[config.mk]
export PLATFORM = sky130hd
export DESIGN_NAME = fsm_rr_arbiter
export DESIGN_NICKNAME = d
export VERILOG_FILES = /design/src/rtl/fsm_rr_arbiter.sv
export SDC_FILE = /design/constraint.sdc
export NUM_CORES = 1
export LEC_CHECK = 0
export ABC_AREA = 1
export CAP_MARGIN = 20
export CORE_AREA = 2 2 46 48
export DETAILED_ROUTE_END_ITERATION = 10
export DIE_AREA = 0 0 48 50
export MAX_ROUTING_LAYER = met4
export SLEW_MARGIN = 15
export SYNTH_ARGS = -nofsm -noshare
export SYNTH_HDL_FRONTEND = slang
export SYNTH_SLANG_ARGS = --single-unit
[constraint.sdc]
create_clock -name clk -period 2.6 [get_ports clk]
set_clock_uncertainty 0.1 [all_clocks]
set_input_delay 0.26 -clock clk [delete_from_list [all_inputs] [get_ports clk]]
set_output_delay 0.26 -clock clk [all_outputs]
set_load 0.05 [all_outputs]
[src/rtl/fsm_rr_arbiter.sv]
// Four-requester round-robin arbiter built as a Moore FSM (IDLE/GRANT/RELEASE).
// Define FSM_ARB_TIMEOUT_EN to add a watchdog that revokes a tenure after HOLD_MAX cycles.
module fsm_rr_arbiter #(
    parameter int unsigned HOLD_MAX = 15
) (
    input  logic       clk,
    input  logic       rst,
    input  logic [3:0] req,
    output logic [3:0] gnt,
    output logic [1:0] owner,
    output logic       busy,
    output logic       timeout,
    output logic [1:0] p_state
);

    localparam logic [1:0] S_IDLE    = 2'b00;
    localparam logic [1:0] S_GRANT   = 2'b01;
    localparam logic [1:0] S_RELEASE = 2'b10;

    logic [1:0] state;
    logic [1:0] ptr;
    logic [1:0] winner;
    logic       owner_req;
    logic       expire;

    assign p_state   = state;
    assign owner_req = req[owner];

    // Scan from the farthest offset down so the lowest offset from ptr wins.
    // NOTE: winner gets a default before the loop so no latch is inferred.
    always_comb begin
        logic [1:0] cand;
        winner = ptr;
        for (int i = 3; i >= 0; i--) begin
            cand = ptr + 2'(i);
            if (req[cand]) winner = cand;
        end
    end

`ifdef FSM_ARB_TIMEOUT_EN
    localparam logic [7:0] HOLD_LIM = 8'(HOLD_MAX - 1);

    logic [7:0] hold_cnt;

    // The count is of GRANT cycles already completed; the edge ending cycle HOLD_MAX expires.
    assign expire = (state == S_GRANT) && (hold_cnt >= HOLD_LIM);

    always_ff @(posedge clk or posedge rst) begin
        if (rst) begin
            hold_cnt <= '0;
            timeout  <= 1'b0;
        end else begin
            timeout <= 1'b0;
            if (state == S_GRANT) begin
                hold_cnt <= hold_cnt + 8'd1;
                // A voluntary drop on the expiry cycle is a normal release.
                if (owner_req && expire) timeout <= 1'b1;
            end else begin
                hold_cnt <= '0;
            end
        end
    end
`else
    assign expire  = 1'b0;
    assign timeout = 1'b0;
`endif

    // NOTE: all state registers use non-blocking assignment so every branch
    // reads the pre-edge values of state, owner and ptr.
    always_ff @(posedge clk or posedge rst) begin
        if (rst) begin
            state <= S_IDLE;
            gnt   <= 4'b0000;
            owner <= 2'b00;
            ptr   <= 2'b00;
            busy  <= 1'b0;
        end else begin
            case (state)
                S_IDLE: begin
                    if (|req) begin
                        state <= S_GRANT;
                        gnt   <= 4'b0001 << winner;
                        owner <= winner;
                        busy  <= 1'b1;
                    end
                end
                S_GRANT: begin
                    if (!owner_req || expire) begin
                        state <= S_RELEASE;
                        gnt   <= 4'b0000;
                        busy  <= 1'b0;
                    end
                end
                S_RELEASE: begin
                    state <= S_IDLE;
                    ptr   <= owner + 2'd1;
                end
                default: begin
                    state <= S_IDLE;
                    gnt   <= 4'b0000;
                    busy  <= 1'b0;
                end
            endcase
        end
    end

endmodule

== Word-level counts from Yosys, hierarchy flattened ==
Cells that the tools add are included.

* $add $sub $neg: 4
* Order comparisons: 5
* Equal/unequal tests: 4
* Shift operators: 1
* Mux-type cells: 23
* Bitwise logic cells: 1
* Reductions and logical operators: 5

{| class="wikitable"
|+ Operator list
! operator !! number
|-
| $lt 2x3->1 const B || 5
|-
| $mux 2 || 6
|-
| $pmux 4 s3 || 1
|-
| $bmux 1 s2 || 5
|-
| $mux 4 || 2
|-
| $mux 1 || 7
|-
| $add 2x1->2 const B || 2
|-
| $add 2x2->2 const B || 2
|-
| $ne 2x2->1 const B || 2
|-
| $pmux 2 s2 || 1
|-
| $reduce_and 2->1 || 2
|-
| $reduce_or 4->1 || 1
|-
| $shl 1x2->4 const A || 1
|-
| $pmux 1 s3 || 1
|-
| $reduce_and 3->1 || 1
|-
| $eq 2x1->1 const B || 1
|-
| $eq 2x2->1 const B || 1
|-
| $logic_not 2->1 || 1
|-
| $not 1->1 || 1
|}

* Flip-flop bits (word level): 11
* Bits of input ports: 6
* Word-level logic and storage cells: 48

== Longest topological paths before layout ==
* Depth after elaboration: 10
* Depth in mapped cells: 12
* Mapped depth without buffers: 12

== Worst setup path before layout ==
Ideal clock, no wire load.

* Path type: flip-flop to flip-flop
* Start point: register owner[0]
* End point: register gnt[0]
* Data arrival time: 1.451 ns
* Required time: 2.434 ns
* Path slack: 0.983 ns
* Cell stages (with the launch flop): 7
* Buffers on the path: 0
* Clock period less this slack: 1.617 ns
* Cell sequence: dfrtp_1 o21ai_0 o21ai_0 nand2_1 o211ai_1 nand2_1 nand2_1

* Longest elaborated chain between the ends: 4

{| class="wikitable"
|+ RTL lines
! element !! line !! source
|-
| from (decl) || 10 || <nowiki>output logic [1:0] owner,</nowiki>
|-
| from (signal assigned) || 83 || <nowiki>owner <= winner;</nowiki>
|-
| $bmux 1 s2 || 27 || <nowiki>assign owner_req = req[owner];</nowiki>
|-
| $mux 1 (implied by the code) || 27 ||
|-
| $ne 2x2->1 (no line) || -- ||
|-
| $reduce_and 3->1 (no line) || -- ||
|-
| to (signal assigned) || 82 || <nowiki>gnt <= 4'b0001 << winner;</nowiki>
|-
| to (decl) || 9 || <nowiki>output logic [3:0] gnt,</nowiki>
|}

Every way passes these cells. The select of a mux whose other input is x is not followed.
A chain may end at the register's enable or synchronous reset.

== Final worst setup path ==
* Start point: register owner[0]
* End point: output owner[0]

No word-level cell between the ends.

==> results.py <==
metrics = {
    "outcome": {
        "status": "completed",
    },
    "placed_design": {
        "hpwlAfterDp_um": 1271,
        "portBuffers": 14,
        "gp_congestion": 0.8722,
    },
    "critical_path": {
        "critPathCaptureType": "output pin",
        "ff2ff_path_depth": 12,
        "crit_family": "buffers and inverters",
        "crit_path_start": "owner[0]",
        "cp_cell_sequence": "clkdlybuf4s50_1",
        "r2r_setup_slack_ns": 0.92,
        "cp.arrival_ns": 1.61,
        "r2r-end": "gnt[2]",
        "crit_buf_inv": 1,
        "required_ns": 2.24,
        "crit_cells": 1,
        "worstSetupEndpoint": "owner[0]",
        "crit_path_max_fanout": 8,
        "slowest_stage": "clkdlybuf4s50_1",
        "r2r_start": "ptr[0]",
        "crit_type": "flop to output pin",
        "start_kind": "flop",
        "max_stage_delay_ns": 0.85,
    },
    "cells_and_area": {
        "final_cell_mix": "nand2_1, clkdlybuf4s50_1, inv_1",
        "area_growth_pct": 24.79,
        "diodes": 0,
        "nNetsFinal": 133,
        "drive_above_1_share_pct": 13.49,
        "final_common_cell": "nand2_1",
        "post-route-util_pct": 48.03,
    },
    "die": {
        "io_pins": 16,
        "fp.dieH_um": 50,
        "core_sq_um": 1902,
        "rows": 16,
        "dieArea_sq_um": 2400,
        "start_util_pct": 38.49,
        "fp.dieW_um": 48,
    },
    "routing": {
        "drt-wirelength-per-cell_um": 10.33,
        "via_per_inst": 4.595,
        "vias": 703,
        "drt-total-wl_um": 1580,
        "drt_iter0_markers": 10,
        "drc": 0,
        "dr.pass1.iters": 4,
        "ant_nets": 0,
    },
    "synthesis": {
        "netlist_area_sq_um": 732.0,
        "syn-num-nets": 116,
        "yosysWarnings": 0,
        "ys_types": 19,
        "ys_top_cells_by_area": "dfrtp_1, nand2_1, inv_1",
        "synth_top_cell_by_area": "dfrtp_1",
        "synth_top_area_share_pct": 37.61,
        "yosysSeqAreaShare_pct": 37.61,
        "netlist_instances": 110,
        "synth.avg_cell_area_sq_um": 6.654,
        "ys_ff_latch": 11,
    },
    "clock_network": {
        "hold_buffers": 0,
        "clockRootBuffer": "clkbuf_4",
        "clock_sinks": 11,
        "clkTransAtPathRegs_ns": 0.08,
        "cts_setup_buffers": 0,
        "clk-insertion-delay-late_ns": 0.27,
        "cts_made_buffers": 3,
        "clock_path_buffers": 2,
        "cts_tree": "yes",
        "cts_htree_levels": 1,
        "ctsResizeCount": 0,
    },
    "timing": {
        "tns_ns": 0,
        "hold_violations": 0,
        "slew_headroom_pct": 66.26,
        "fmax_mhz": 506.8,
        "setup_viol": 0,
        "max_slew.worst_pin.slew_ns": 0.5045,
        "rsz0062_at_grt": "no",
        "fin_crit_ns": 1.973,
        "finalMaxSlewViolations": 0,
        "fin_crit_sh_pct": 75.89,
    },
    "power": {
        "ir_worst_vdd_mv": 0.6413,
        "p_per_area_nw_per_um2": 1392,
        "leakage_nw": 0.4829,
    },
    "grt": {
        "grt_max_degree": 12,
        "grt_pass1_vias": 626,
        "antenna_found_initial": 0,
        "grt.overflow.total": 0,
        "grt_usage_pct": 15.38,
        "grt_pass1_wl_um": 2635,
    },
    "flow_run": {
        "cap_violations": 0,
    },
    "min_path": {
        "holdCritPathClass": "primary input to async pin",
    },
}
-- worst min-delay path by stage --
stage	end	depth (start not counted)	start
after floorplan	busy	1	rst
after global placement	gnt[2]	2	gnt[2]
after detailed placement	busy	2	busy
after CTS	p_state[1]	2	rst
after global routing	p_state[1]	2	rst
final	p_state[1]	2	rst
-- stage by stage --
step                hold WS, ns  instance area, sq um  std cells  total power [W]  setup WS (ns)
floorplan               0.01244                 732.0        110        0.0009619         0.9833
global placement         0.3667                 887.1        149         0.001153         0.7217
detailed placement       0.3632                 887.1        149         0.001159         0.7454
CTS                      0.1918                 913.4        153         0.001282         0.6183
global route             0.2349                 913.4        153         0.001384         0.5677
finish                   0.1699                 913.4        153         0.001272         0.6268
-- sequential cells by signal, summed over array words and instances, names as in the netlist --
signal   count
gnt          4
owner        2
p_state      2
ptr          2
busy         1
-- worst register-to-register path, cell delays in order (launching register included) --
cell	delay, ns
dfrtp_1	0.57
inv_2	0.14
nand2_1	0.11
nand3_1	0.09
nand2_1	0.08
inv_1	0.04
nand2_1	0.06
nand2_2	0.07
nand2_2	0.06
nand2_2	0.06
nand2_2	0.09
nand3_1	0.08
nand2_1	0.08
-- layer usage --
layer  wire, um  global-route usage [%]
met3         20                   2.198
met1        771                   21.82
met2        754                   22.00
met4         34                   5.405
met5          0                       -
-- power breakdown --
group	leakage, nW	internal [W]	switching (W)	total, W
Sequential	0.141	0.000239	0.0000867	0.000326
Clock	0.0150	0.0000594	0.0000591	0.000119
Combinational	0.327	0.000272	0.000556	0.000828
Total	0.483	0.000570	0.000702	0.00127
-- final cells by class --
type	count	area, sq um
clock buffers	4	26.28
multi-input cells	82	381.6
flip-flops and latches	11	275.3
fillers	200	988.4
well taps	27	33.78
inverters	15	56.30
repair buffers	14	140.1
-- Yosys cell counts --
master    instances
nand2_1          44
inv_1            12
dfrtp_1          11
nand3_1           8
nand2_2           7
o21ai_0           6
nor2_1            4
inv_2             3
nand4_1           3
a21oi_1           2
o21ai_2           2
buf_4             1
buf_6             1
conb_1            1
nand3_2           1
nor2_2            1
nor3_1            1
o211ai_1          1
xnor2_1           1
-- logic make-up (layout without fill, tap and decap cells) --
family                 Yosys count  after routing  share of synthesized area (%)
AO/OA/AOI/OAI                   11             11                          8.890
XOR/XNOR                         1              1                          1.197
buffers and inverters           17             33                          10.26
flip-flops                      11             11                          37.61
other                            1              1                         0.5123
AND/OR/NAND/NOR                 69             69                          41.54
(Power assumes the default switching activity.)
